--- config.mk ---
export PLATFORM = sky130hd
export DESIGN_NAME = ser_par_conv_flat
export DESIGN_NICKNAME = d
export VERILOG_FILES = /design/src/rtl/ser_par_if.sv /design/src/rtl/ser_par_conv.sv /design/src/flat_wrapper.sv
export SDC_FILE = /design/constraint.sdc
export NUM_CORES = 1
export LEC_CHECK = 0
export BUFFER_PORTS_ARGS = -buffer_cell sky130_fd_sc_hd__buf_2
export CAP_MARGIN = 15
export CORE_MARGIN = 2
export CORE_UTILIZATION = 50
export CTS_BUF_LIST = sky130_fd_sc_hd__clkbuf_8
export DETAILED_ROUTE_END_ITERATION = 10
export PLACE_DENSITY = 0.75
export SLEW_MARGIN = 25
export SYNTH_ARGS = -nofsm -noshare
export SYNTH_HDL_FRONTEND = slang
export SYNTH_SLANG_ARGS = --single-unit
--- constraint.sdc ---
create_clock -name clk -period 2.5 [get_ports clk]
set_clock_uncertainty 0.05 [all_clocks]
set_input_delay 0.25 -clock clk [delete_from_list [all_inputs] [get_ports clk]]
set_output_delay 0.25 -clock clk [all_outputs]
set_load 0.005 [all_outputs]
--- src/rtl/ser_par_if.sv ---
// Handshake and serial/parallel bundle for ser_par_conv.
// master drives stimulus; slave is the converter side.
interface ser_par_if #(
  parameter int WIDTH = 8
);
  logic             mode;
  logic             dir;
  logic             en;
  logic             sin;
  logic [WIDTH-1:0] par_out;
  logic             par_out_valid;
  logic             par_out_ready;
  logic [WIDTH-1:0] par_in;
  logic             par_in_valid;
  logic             par_in_ready;
  logic             sout;
  logic             sout_valid;
  logic             overrun;
  logic             clr_ovr;

  modport master (
    output mode, dir, en, sin,
    output par_out_ready, par_in,
    output par_in_valid, clr_ovr,
    input  par_out, par_out_valid,
    input  par_in_ready, sout,
    input  sout_valid, overrun
  );

  modport slave (
    input  mode, dir, en, sin,
    input  par_out_ready, par_in,
    input  par_in_valid, clr_ovr,
    output par_out, par_out_valid,
    output par_in_ready, sout,
    output sout_valid, overrun
  );
endinterface

--- src/rtl/ser_par_conv.sv ---
// Bidirectional serial/parallel converter sharing one shift register.
// mode/dir are sampled only at word start and held for the word.
module ser_par_conv #(
  parameter int WIDTH = 8
) (
  input logic     clk,
  input logic     rstn,
  ser_par_if.slave io
);
  localparam int CW = $clog2(WIDTH);
  localparam logic [CW-1:0] LAST = CW'(WIDTH - 1);

  typedef enum logic {IDLE, SHIFT} state_t;

  state_t           state_q, state_d;
  logic [WIDTH-1:0] sr_q, sr_d;
  logic [WIDTH-1:0] po_q, po_d;
  logic [CW-1:0]    cnt_q, cnt_d;
  logic             pov_q, pov_d;
  logic             ovr_q, ovr_d;
  logic             mode_q, mode_d;
  logic             dir_q, dir_d;

  logic             word_start;
  logic             m_eff;
  logic             d_eff;
  logic             last;
  logic             hs;
  logic [CW-1:0]    cnt_inc;

  always_ff @(posedge clk) begin
    if (!rstn) begin
      state_q <= IDLE;
      sr_q    <= '0;
      po_q    <= '0;
      cnt_q   <= '0;
      pov_q   <= 1'b0;
      ovr_q   <= 1'b0;
      mode_q  <= 1'b0;
      dir_q   <= 1'b0;
    end else begin
      state_q <= state_d;
      sr_q    <= sr_d;
      po_q    <= po_d;
      cnt_q   <= cnt_d;
      pov_q   <= pov_d;
      ovr_q   <= ovr_d;
      mode_q  <= mode_d;
      dir_q   <= dir_d;
    end
  end

  always_comb begin
    state_d = state_q;
    sr_d    = sr_q;
    po_d    = po_q;
    cnt_d   = cnt_q;
    pov_d   = pov_q;
    ovr_d   = ovr_q;
    mode_d  = mode_q;
    dir_d   = dir_q;

    word_start = (cnt_q == '0) && (state_q == IDLE);
    m_eff   = word_start ? io.mode : mode_q;
    d_eff   = word_start ? io.dir : dir_q;
    last    = (cnt_q == LAST);
    cnt_inc = last ? '0 : cnt_q + 1'b1;
    hs      = pov_q && io.par_out_ready && !m_eff;

    if (word_start) begin
      mode_d = io.mode;
      dir_d  = io.dir;
    end

    if (!m_eff) begin
      if (hs) pov_d = 1'b0;
      if (io.clr_ovr) ovr_d = 1'b0;
      if (io.en) begin
        sr_d  = d_eff ? {io.sin, sr_q[WIDTH-1:1]}
                      : {sr_q[WIDTH-2:0], io.sin};
        cnt_d = cnt_inc;
        // A completing word may replace one leaving on the same edge.
        if (last) begin
          if (!pov_q || hs) begin
            po_d  = sr_d;
            pov_d = 1'b1;
          end else begin
            ovr_d = 1'b1;
          end
        end
      end
    end else begin
      unique case (state_q)
        IDLE: begin
          if (io.par_in_valid) begin
            sr_d    = io.par_in;
            cnt_d   = '0;
            state_d = SHIFT;
          end
        end
        SHIFT: begin
          if (io.en) begin
            sr_d  = dir_q ? {1'b0, sr_q[WIDTH-1:1]}
                          : {sr_q[WIDTH-2:0], 1'b0};
            cnt_d = cnt_inc;
            if (last) state_d = IDLE;
          end
        end
        default: state_d = IDLE;
      endcase
    end
  end

  assign io.par_out       = po_q;
  assign io.par_out_valid = pov_q;
  assign io.overrun       = ovr_q;
  assign io.par_in_ready  = m_eff && (state_q == IDLE);
  assign io.sout_valid    = (state_q == SHIFT);
  assign io.sout          = (state_q == SHIFT) &&
                            (dir_q ? sr_q[0] : sr_q[WIDTH-1]);
endmodule
--- src/flat_wrapper.sv ---
// flat-port wrapper written by rule: the top's interface ports become plain ports
module ser_par_conv_flat 
#(
  parameter int WIDTH = 8
)
  (clk, rstn, io_mode, io_dir, io_en, io_sin, io_par_out_ready, io_par_in, io_par_in_valid, io_clr_ovr, io_par_out, io_par_out_valid, io_par_in_ready, io_sout, io_sout_valid, io_overrun);
  ser_par_if #(.WIDTH(WIDTH)) io_i ();
  input logic clk;
  input logic rstn;
  input wire logic [$bits(io_i.mode)-1:0] io_mode;
  input wire logic [$bits(io_i.dir)-1:0] io_dir;
  input wire logic [$bits(io_i.en)-1:0] io_en;
  input wire logic [$bits(io_i.sin)-1:0] io_sin;
  input wire logic [$bits(io_i.par_out_ready)-1:0] io_par_out_ready;
  input wire logic [$bits(io_i.par_in)-1:0] io_par_in;
  input wire logic [$bits(io_i.par_in_valid)-1:0] io_par_in_valid;
  input wire logic [$bits(io_i.clr_ovr)-1:0] io_clr_ovr;
  output wire logic [$bits(io_i.par_out)-1:0] io_par_out;
  output wire logic [$bits(io_i.par_out_valid)-1:0] io_par_out_valid;
  output wire logic [$bits(io_i.par_in_ready)-1:0] io_par_in_ready;
  output wire logic [$bits(io_i.sout)-1:0] io_sout;
  output wire logic [$bits(io_i.sout_valid)-1:0] io_sout_valid;
  output wire logic [$bits(io_i.overrun)-1:0] io_overrun;
  assign io_i.mode = io_mode;
  assign io_i.dir = io_dir;
  assign io_i.en = io_en;
  assign io_i.sin = io_sin;
  assign io_i.par_out_ready = io_par_out_ready;
  assign io_i.par_in = io_par_in;
  assign io_i.par_in_valid = io_par_in_valid;
  assign io_i.clr_ovr = io_clr_ovr;
  assign io_par_out = io_i.par_out;
  assign io_par_out_valid = io_i.par_out_valid;
  assign io_par_in_ready = io_i.par_in_ready;
  assign io_sout = io_i.sout;
  assign io_sout_valid = io_i.sout_valid;
  assign io_overrun = io_i.overrun;
  ser_par_conv #(.WIDTH(WIDTH)) u_core (.clk(clk), .rstn(rstn), .io(io_i));
endmodule
==> results of run 1 <==
-- report_power, final --
part           switching [mW]  internal (mW)  total, mW
Sequential             0.0400          0.409      0.449
Clock                   0.123          0.141      0.263
Combinational           0.134          0.119      0.253
Total                   0.296          0.669      0.965
-- cell usage in the layout (no fill, tap or decap), drive strengths merged, types with 2 or more instances in the layout --
cell type,netlist,final
mux2i,16,16
o21a,7,7
nor2b,8,8
a211oi,6,6
a21oi,7,7
inv,6,6
dfxtp,24,24
o21ai,7,7
buf,5,31
nor2,14,14
o211ai,6,6
ha,3,3
nand2,13,13
a22oi,5,5
clkbuf,3,4
nand3,2,2
-- per-stage QoR --
stage | setup slack [ns] | cell area, um^2 | instances
2_1_floorplan | 0.561 | 1340 | 146
3_3_place_gp | 0.461 | 1490 | 199
3_5_place_dp | 0.391 | 1490 | 199
4_1_cts | 0.377 | 1540 | 203
5_1_grt | 0.227 | 1540 | 203
6_report | 0.385 | 1540 | 203
-- worst paths after layout --
check / cells after the start / to / slack (ns) / startpoint
worst min-delay path: 3 / u_core.io.sout_valid / 0.21 / io_par_in_valid
worst min register to register: 2 / u_core.io.par_out[5] / 0.45 / u_core.io.par_out[5]
worst max-delay path: 7 / u_core.sr_q[7] / 0.38 / u_core.cnt_q[0]
worst max register to register: 7 / u_core.sr_q[7] / 0.38 / u_core.cnt_q[0]
-- sequential cells by signal, indices dropped and copies added (netlist names) --
| signal | cells |
|---|---|
| u_core.io.par_out_valid | 1 |
| u_core.cnt_q | 3 |
| u_core.io.overrun | 1 |
| u_core.dir_q | 1 |
| u_core.io.par_out | 8 |
| u_core.io.sout_valid | 1 |
| u_core.mode_q | 1 |
| u_core.sr_q | 8 |
-- final cells by class --
cell class | count | area share
clock buffers | 4 | 0.0357
inverters | 6 | 0.0146
multi-input cells | 108 | 0.510
flip-flops and latches | 24 | 0.312
well taps | 30 | 0.0244
repair buffers | 31 | 0.104
-- kinds of logic after synthesis --
kind of cell,Yosys count,share of synthesized area
compound gates,46,0.254
simple gates,42,0.165
flops,24,0.359
mux,17,0.140
buf+inv,14,0.0533
fa+ha+maj,3,0.0281
-- layer usage --
metal	routed length (um)	vias up	global-route usage
li1	-	586	-
met1	1410	514	0.263
met4	17	0	0.0244
met2	1280	42	0.310
met3	209	4	0.0605
met5	0	-	0
-- worst max-delay path, stage by stage, from the launching register on --
cell and delay [ns]:
dfxtp_1 0.34, inv_1 0.06, ha_1 0.18, nor3b_4 0.30, mux2i_4 0.49, mux2i_1 0.17
a211o_1 0.33, a21boi_2 0.13
==> run_results.csv, run 1 <==
group,metric,value,unit
outcome,status,"completed",
floorplan,fp-row-count,18,
timing,period_share,0.846,
timing,hold_viol,0,
synthesis,synth_commonest_cells,"dfxtp_1 (24), mux2i_1 (15), nor2_1 (14)",
timing,worst_pin_slew,0.580,ns
placement,gp_congestion,0.899,
clock_network,cts_sinks,24,
worst_setup_path,critical_path.max_fanout,10,
drt,antenna_left,0,
worst_setup_path,start_kind,"register",
synthesis,yosys_warnings,0,
synthesis,synthTopCellsByArea,"dfxtp_1 (36%), mux2i_1 (11%), nor2_1 (3.9%), o21a_1 (3.9%), nor2b_1 (3.7%)",
floorplan,die_area,3100,um^2
synthesis,syn-num-nets,166,
floorplan,die_y,55.7,um
global_route,grt_pass1_wl,4810,um
floorplan,die_width,55.7,um
drt,drt_iter0_drc,18,
worst_setup_path,arrival,2.27,ns
final_layout,syn_to_final_growth,15.2,%
clock_network,cts_buffer_depth,2,
synthesis,netlist.top_cell.by_area,"dfxtp_1",
synthesis,synth_edf_count,0,
final_layout,drive_above_1_share,0.243,
clock_network,worst_skew_pair.late_latency,0.26,ns
synthesis,yosys_register_bits,24,
worst_setup_path,crit_required,2.66,ns
worst_setup_path,crit_type,"register to register",
final_layout,nets,194,
synthesis,synth_most_common_cell,"dfxtp_1",
drt,num_vias,1146,
power,p_total,965,uW
global_route,grt_max_degree,19,
synthesis,netlist_area,1340,um^2
global_route,grt_pass1_vias,1041,
floorplan,io_pins,30,
timing,maxSlewHeadroom,0.613,
power,peakVddDrop,0.000531,V
clock_network,postCtsSetupRepairBufs,0,
global_route,grt_usage,0.193,
floorplan,core_area,2500,um^2
synthesis,ys_types,33,
placement,dp_hpwl,2170,um
timing,rsz0062_at_grt,"false",
clock_network,cts_buffers,3,
final_layout,multi_input_area,786,um^2
power,leakage,0.641,nW
floorplan,start_util,0.535,
clock_network,clk_pin_slew_worst_paths,0.08,ns
power,cellPowerDensity,626,nW/um^2
timing,setup_viol,0,
global_route,grt_antenna_before_repair,0,
clock_network,cts_tree,"built",
final_layout,final_util,0.617,
timing,drv_slew,0,
synthesis,avgSynthCellArea,9.16,um^2
clock_network,ctsHoldBuffers,0,
timing,fmax,473,MHz
drt,viasPerCell,5.65,
synthesis,synth_top_area_frac,0.359,
synthesis,ys_seq_area_frac,0.359,
drt,wl_per_cell,14.4,um
drt,route.detailed.drc,0,
timing,hold_slack,0.212,ns
worst_setup_path,worstSetupEndpointType,"register",
synthesis,synth-main-ff-cell,"dfxtp_1",
placement,portBuffers,29,
clock_network,root_buffer,"clkbuf_8",
synthesis,synthArstFlopShare,0,
hold_path,min_path_type,"input port to register",
synthesis,synth_cells,146,
drt,routed_wl,2920,um
clock_network,ctsHtreeMaxLevel,1,
timing,setup-tns-final,0,ns
clock_network,cts_resized,0,
drt,drt_pass1_iterations,4,
final_layout,nFillCells,226,
final_layout,ff_latch_area,480,um^2
flow_run,drv_cap,0,
final_layout,antenna_cells,0,
timing,fin_crit,2.12,ns
global_route,grt_overflow_total,0,
(Power assumes the default switching activity.)
==> inputs of run 2 (changes only) <==
- clock period: 2.5 -> 2.14 ns (I/O delays scaled with it)
==> run_results.csv, run 2 (synthesis gave the netlist of run 1 again) <==
group,metric,value,unit
final_layout,syn_to_final_growth,20.1,%
hold_path,min_path_type,"input port to register",
drt,num_vias,1218,
drt,viasPerCell,5.86,
power,p_total,1.25,mW
flow_run,drv_cap,0,
placement,dp_hpwl,2260,um
clock_network,cts_sinks,24,
final_layout,drive_above_1_share,0.281,
timing,maxSlewHeadroom,0.674,
worst_setup_path,reg2reg_depth,8,
timing,rsz0062_at_grt,"false",
floorplan,start_util,0.535,
timing,fin_crit,2.06,ns
worst_setup_path,crit_family,"multiplexers",
final_layout,final_cell_mix,"buf_2 (29), dfxtp_1 (24), nor2_1 (14)",
worst_setup_path,start_kind,"register",
final_layout,layout_commonest_cell,"buf_2",
placement,portBuffers,29,
floorplan,die_width,55.7,um
clock_network,worst_skew_pair.late_latency,0.27,ns
drt,route.detailed.drc,0,
worst_setup_path,max_stage_delay,0.35,ns
clock_network,cts_buffers,3,
clock_network,ctsHtreeMaxLevel,1,
global_route,grt_pass1_vias,1104,
drt,drt_pass1_iterations,4,
drt,wl_per_cell,14.7,um
power,cellPowerDensity,780,nW/um^2
final_layout,final_area,1610,um^2
global_route,grt_usage,0.199,
final_layout,antenna_cells,0,
timing,fmax,485,MHz
clock_network,clk_pin_slew_worst_paths,0.09,ns
worst_setup_path,cp_cell_sequence,"inv_1, ha_1, nor3b_4, mux2i_4, buf_4, mux2i_1, o21a_1, a21oi_1",
placement,gp_congestion,0.804,
worst_setup_path,reg2reg_to,"u_core.sr_q[5]",
placement,dp.cells,202,
worst_setup_path,crit_required,2.26,ns
worst_setup_path,cpMaxStageDelayCell,"dfxtp_1",
timing,setup-tns-final,0,ns
placement,placedInstanceArea,1510,um^2
timing,setup_viol,0,
drt,routed_wl,3070,um
clock_network,ctsHoldBuffers,0,
floorplan,core_area,2500,um^2
drt,drt_iter0_drc,29,
final_layout,nets,199,
hold_path,hold_path_startpoint,"io_par_in_valid",
clock_network,cts_buffer_depth,2,
floorplan,die_area,3100,um^2
global_route,grt_max_degree,19,
worst_setup_path,crit_type,"register to register",
global_route,grt_antenna_before_repair,0,
floorplan,die_y,55.7,um
global_route,grt_pass1_wl,5040,um
floorplan,fp-row-count,18,
hold_path,min_path_cells,3,
floorplan,io_pins,30,
timing,worst_pin_slew,0.488,ns
drt,antenna_left,0,
power,peakVddDrop,0.000472,V
outcome,status,"completed",
worst_setup_path,crit_path_start,"u_core.cnt_q[0]",
timing,period_share,0.964,
global_route,grt_overflow_total,0,
final_layout,stdcell_count,208,
timing,drv_slew,0,
worst_setup_path,critical_path.max_fanout,6,
worst_setup_path,reg2reg_from,"u_core.cnt_q[0]",
final_layout,nFillCells,197,
clock_network,root_buffer,"clkbuf_8",
worst_setup_path,rrSetupSlack,0.08,ns
worst_setup_path,worstSetupEndpointType,"register",
worst_setup_path,arrival,2.18,ns
timing,hold_viol,0,
worst_setup_path,cp_num_buf_inv,2,
clock_network,cts_tree,"built",
power,leakage,0.667,nW
hold_path,worstHoldEndpoint,"u_core.io.sout_valid",
-- run 2: cell count changes in the layout (fill, tap and decap cells not counted) --
cell	delta
mux2i_1	-3
mux2i_2	+3
buf_4	+5
bufinv_16	+1
clkbuf_8	-1
-- run 2: stage by stage --
stage,hold WS (ns),util,worst slack [ns]
6_report,0.192,0.643,0.0763
5_1_grt,0.221,0.643,0.0153
4_1_cts,0.176,0.638,0.0300
3_5_place_dp,0.443,0.604,0.0254
3_3_place_gp,0.424,0.604,0.0986
2_1_floorplan,0.292,-,0.201
-- run 2: tightest hold or removal path, cell delays in order --
cell,delay [ns]
buf_2,0.11
a22oi_1,0.08
nor2_1,0.07
-- run 2: layout make-up --
cell class | instances | area (um^2) | area share
tap | 30 | 37.5 | 0.0234
clock inverter | 1 | 30.0 | 0.0187
timing repair buffer | 36 | 198 | 0.123
sequential | 24 | 480 | 0.299
inverter | 6 | 22.5 | 0.0140
multi-input combinational | 108 | 797 | 0.496
clock buffer | 3 | 41.3 | 0.0257
-- run 2: worst max path at each step --
stage / to / slack (ns) / cells after the start
after CTS: u_core.cnt_q[1] / 0.03 / 7
after global routing: u_core.sr_q[2] / 0.02 / 8
after floorplan: u_core.sr_q[7] / 0.20 / 7
after global placement: u_core.sr_q[4] / 0.1 / 7
final: u_core.sr_q[5] / 0.08 / 8
after detailed placement: u_core.sr_q[7] / 0.03 / 7
-- run 2: repair_timing --
item,CTS,global route
gates resized for setup,0,3
pin swaps,0,1
endpoints found under the setup margin,1,3
setup buffers,2,0
-- run 2: where the power goes --
group / leakage (nW) / internal [mW] / switching (mW) / total (mW)
clock: 0.0357 / 0.250 / 0.153 / 0.403
sequential: 0.196 / 0.478 / 0.0439 / 0.522
combinational: 0.435 / 0.154 / 0.174 / 0.328
total: 0.667 / 0.882 / 0.370 / 1.25
-- run 2: layer usage --
layer | part of all wire | up-vias | global-route usage
met3 | 0.048 | 4 | 0.0233
met5 | 0 | - | 0
met1 | 0.47 | 577 | 0.268
li1 | - | 599 | -
met2 | 0.47 | 38 | 0.332
met4 | 0.011 | 0 | 0.0627
==> inputs of run 3 (changes only) <==
- MAX_ROUTING_LAYER: not set -> met4
==> run_results.csv, run 3 (synthesis gave the netlist of run 1 again) <==
group,metric,value,unit
outcome,status,"completed",
worst_setup_path,start_kind,"register",
final_layout,nFillCells,197,
timing,rsz0062_at_grt,"false",
timing,hold_slack,0.192,ns
worst_setup_path,cp_cell_sequence,"inv_1, ha_1, nor3b_4, mux2i_4, buf_4, mux2i_1, o21a_1, a21oi_1",
global_route,grt_pass1_vias,1104,
final_layout,nets,199,
placement,portBuffers,29,
drt,antenna_left,0,
drt,viasPerCell,5.86,
timing,fmax,485,MHz
hold_path,min_path_type,"input port to register",
floorplan,io_pins,30,
floorplan,fp-row-count,18,
timing,worst_pin_slew,0.488,ns
timing,maxSlewHeadroom,0.674,
drt,num_vias,1218,
global_route,grt_pass1_wl,5050,um
clock_network,cts_buffer_depth,2,
flow_run,drv_cap,0,
timing,setup-tns-final,0,ns
clock_network,cts_tree,"built",
clock_network,cts_buffers,3,
placement,place_ws,0.0254,ns
clock_network,worst_skew_pair.late_latency,0.27,ns
clock_network,root_buffer,"clkbuf_8",
floorplan,core_area,2500,um^2
drt,drt_pass1_iterations,4,
placement,gp_congestion,0.816,
floorplan,die_width,55.7,um
worst_setup_path,worstSetupEndpointType,"register",
drt,routed_wl,3070,um
clock_network,ctsHtreeMaxLevel,1,
power,peakVddDrop,0.000472,V
drt,route.detailed.drc,0,
floorplan,die_area,3100,um^2
drt,drt_iter0_drc,29,
worst_setup_path,arrival,2.18,ns
timing,drv_slew,0,
clock_network,clk_pin_slew_worst_paths,0.09,ns
placement,placedInstanceArea,1510,um^2
floorplan,die_y,55.7,um
clock_network,ctsHoldBuffers,0,
final_layout,drive_above_1_share,0.281,
global_route,grt_usage,0.205,
final_layout,final_cell_mix,"buf_2 (29), dfxtp_1 (24), nor2_1 (14)",
timing,fin_crit,2.06,ns
worst_setup_path,crit_type,"register to register",
global_route,grt_overflow_total,0,
timing,hold_viol,0,
worst_setup_path,critical_path.max_fanout,6,
timing,setup_viol,0,
worst_setup_path,cpMaxStageDelayCell,"dfxtp_1",
worst_setup_path,max_stage_delay,0.35,ns
final_layout,stdcell_count,208,
final_layout,layout_commonest_cell,"buf_2",
placement,dp.cells,202,
placement,dp_hpwl,2260,um
timing,period_share,0.964,
final_layout,final_area,1610,um^2
floorplan,start_util,0.535,
clock_network,cts_sinks,24,
power,leakage,0.667,nW
final_layout,syn_to_final_growth,20.1,%
power,cellPowerDensity,780,nW/um^2
final_layout,antenna_cells,0,
timing,worst_slack,0.0763,ns
worst_setup_path,crit_required,2.26,ns
drt,wl_per_cell,14.7,um
global_route,grt_antenna_before_repair,0,
global_route,grt_max_degree,19,
## run 3: cell counts in the layout (fill, tap and decap cells not counted)
No cell type changed its count.
## run 3: power breakdown
group | leakage (nW) | switching (mW) | internal [mW] | total (mW)
clock | 0.0357 | 0.153 | 0.250 | 0.403
sequential | 0.196 | 0.0439 | 0.478 | 0.522
combinational | 0.435 | 0.174 | 0.154 | 0.328
total | 0.667 | 0.370 | 0.882 | 1.25
## run 3: what timing repair did
item	in CTS	in global routing
setup endpoints to repair	1	3
gates resized for setup	0	3
setup buffers	2	0
pin swaps	0	1
gates cloned	0	0
## run 3: cell type report
cell class,instances,area [um^2],area share
timing repair buffer,36,198,0.123
multi-input combinational,108,797,0.496
tap,30,37.5,0.0234
clock buffer,3,41.3,0.0257
sequential,24,480,0.299
clock inverter,1,30.0,0.0187
inverter,6,22.5,0.0140
## run 3: through the flow
| step | power (mW) | util |
|---|---|---|
| after floorplan | 0.758 | - |
| after global placement | 0.823 | 0.604 |
| after detailed placement | 0.836 | 0.604 |
| after CTS | 1.24 | 0.638 |
| after global routing | 1.31 | 0.643 |
| final | 1.25 | 0.643 |
## run 3: path summary, 6_finish.rpt
path | start | endpoint | slack, ns | cells after the start
worst max-delay path | u_core.cnt_q[0] | u_core.sr_q[5] | 0.08 | 8
worst min-delay path | io_par_in_valid | u_core.io.sout_valid | 0.19 | 3
worst max register to register | u_core.cnt_q[0] | u_core.sr_q[5] | 0.08 | 8
worst min register to register | u_core.io.par_out[3] | u_core.io.par_out[3] | 0.45 | 2
## run 3: critical path, delay by kind of cell (launching register included)
kind,cells,cell delay (ns)
buffers and inverters,2,0.26
flip-flops,1,0.35
adder cells (fa/ha/maj),1,0.18
AND/OR/NAND/NOR,1,0.32
AO/OA/AOI/OAI,2,0.21
multiplexers,2,0.59
## run 3: per-layer routing
layer  global-route usage  part of all wire  routed length, um  vias to the layer above
met2                0.332              0.47               1450                       38
li1                     -                 -                  -                      599
met3               0.0233             0.048                146                        4
met5                    -                 0                  0                        -
met1                0.268              0.47               1430                      577
met4               0.0627             0.011                 33                        0
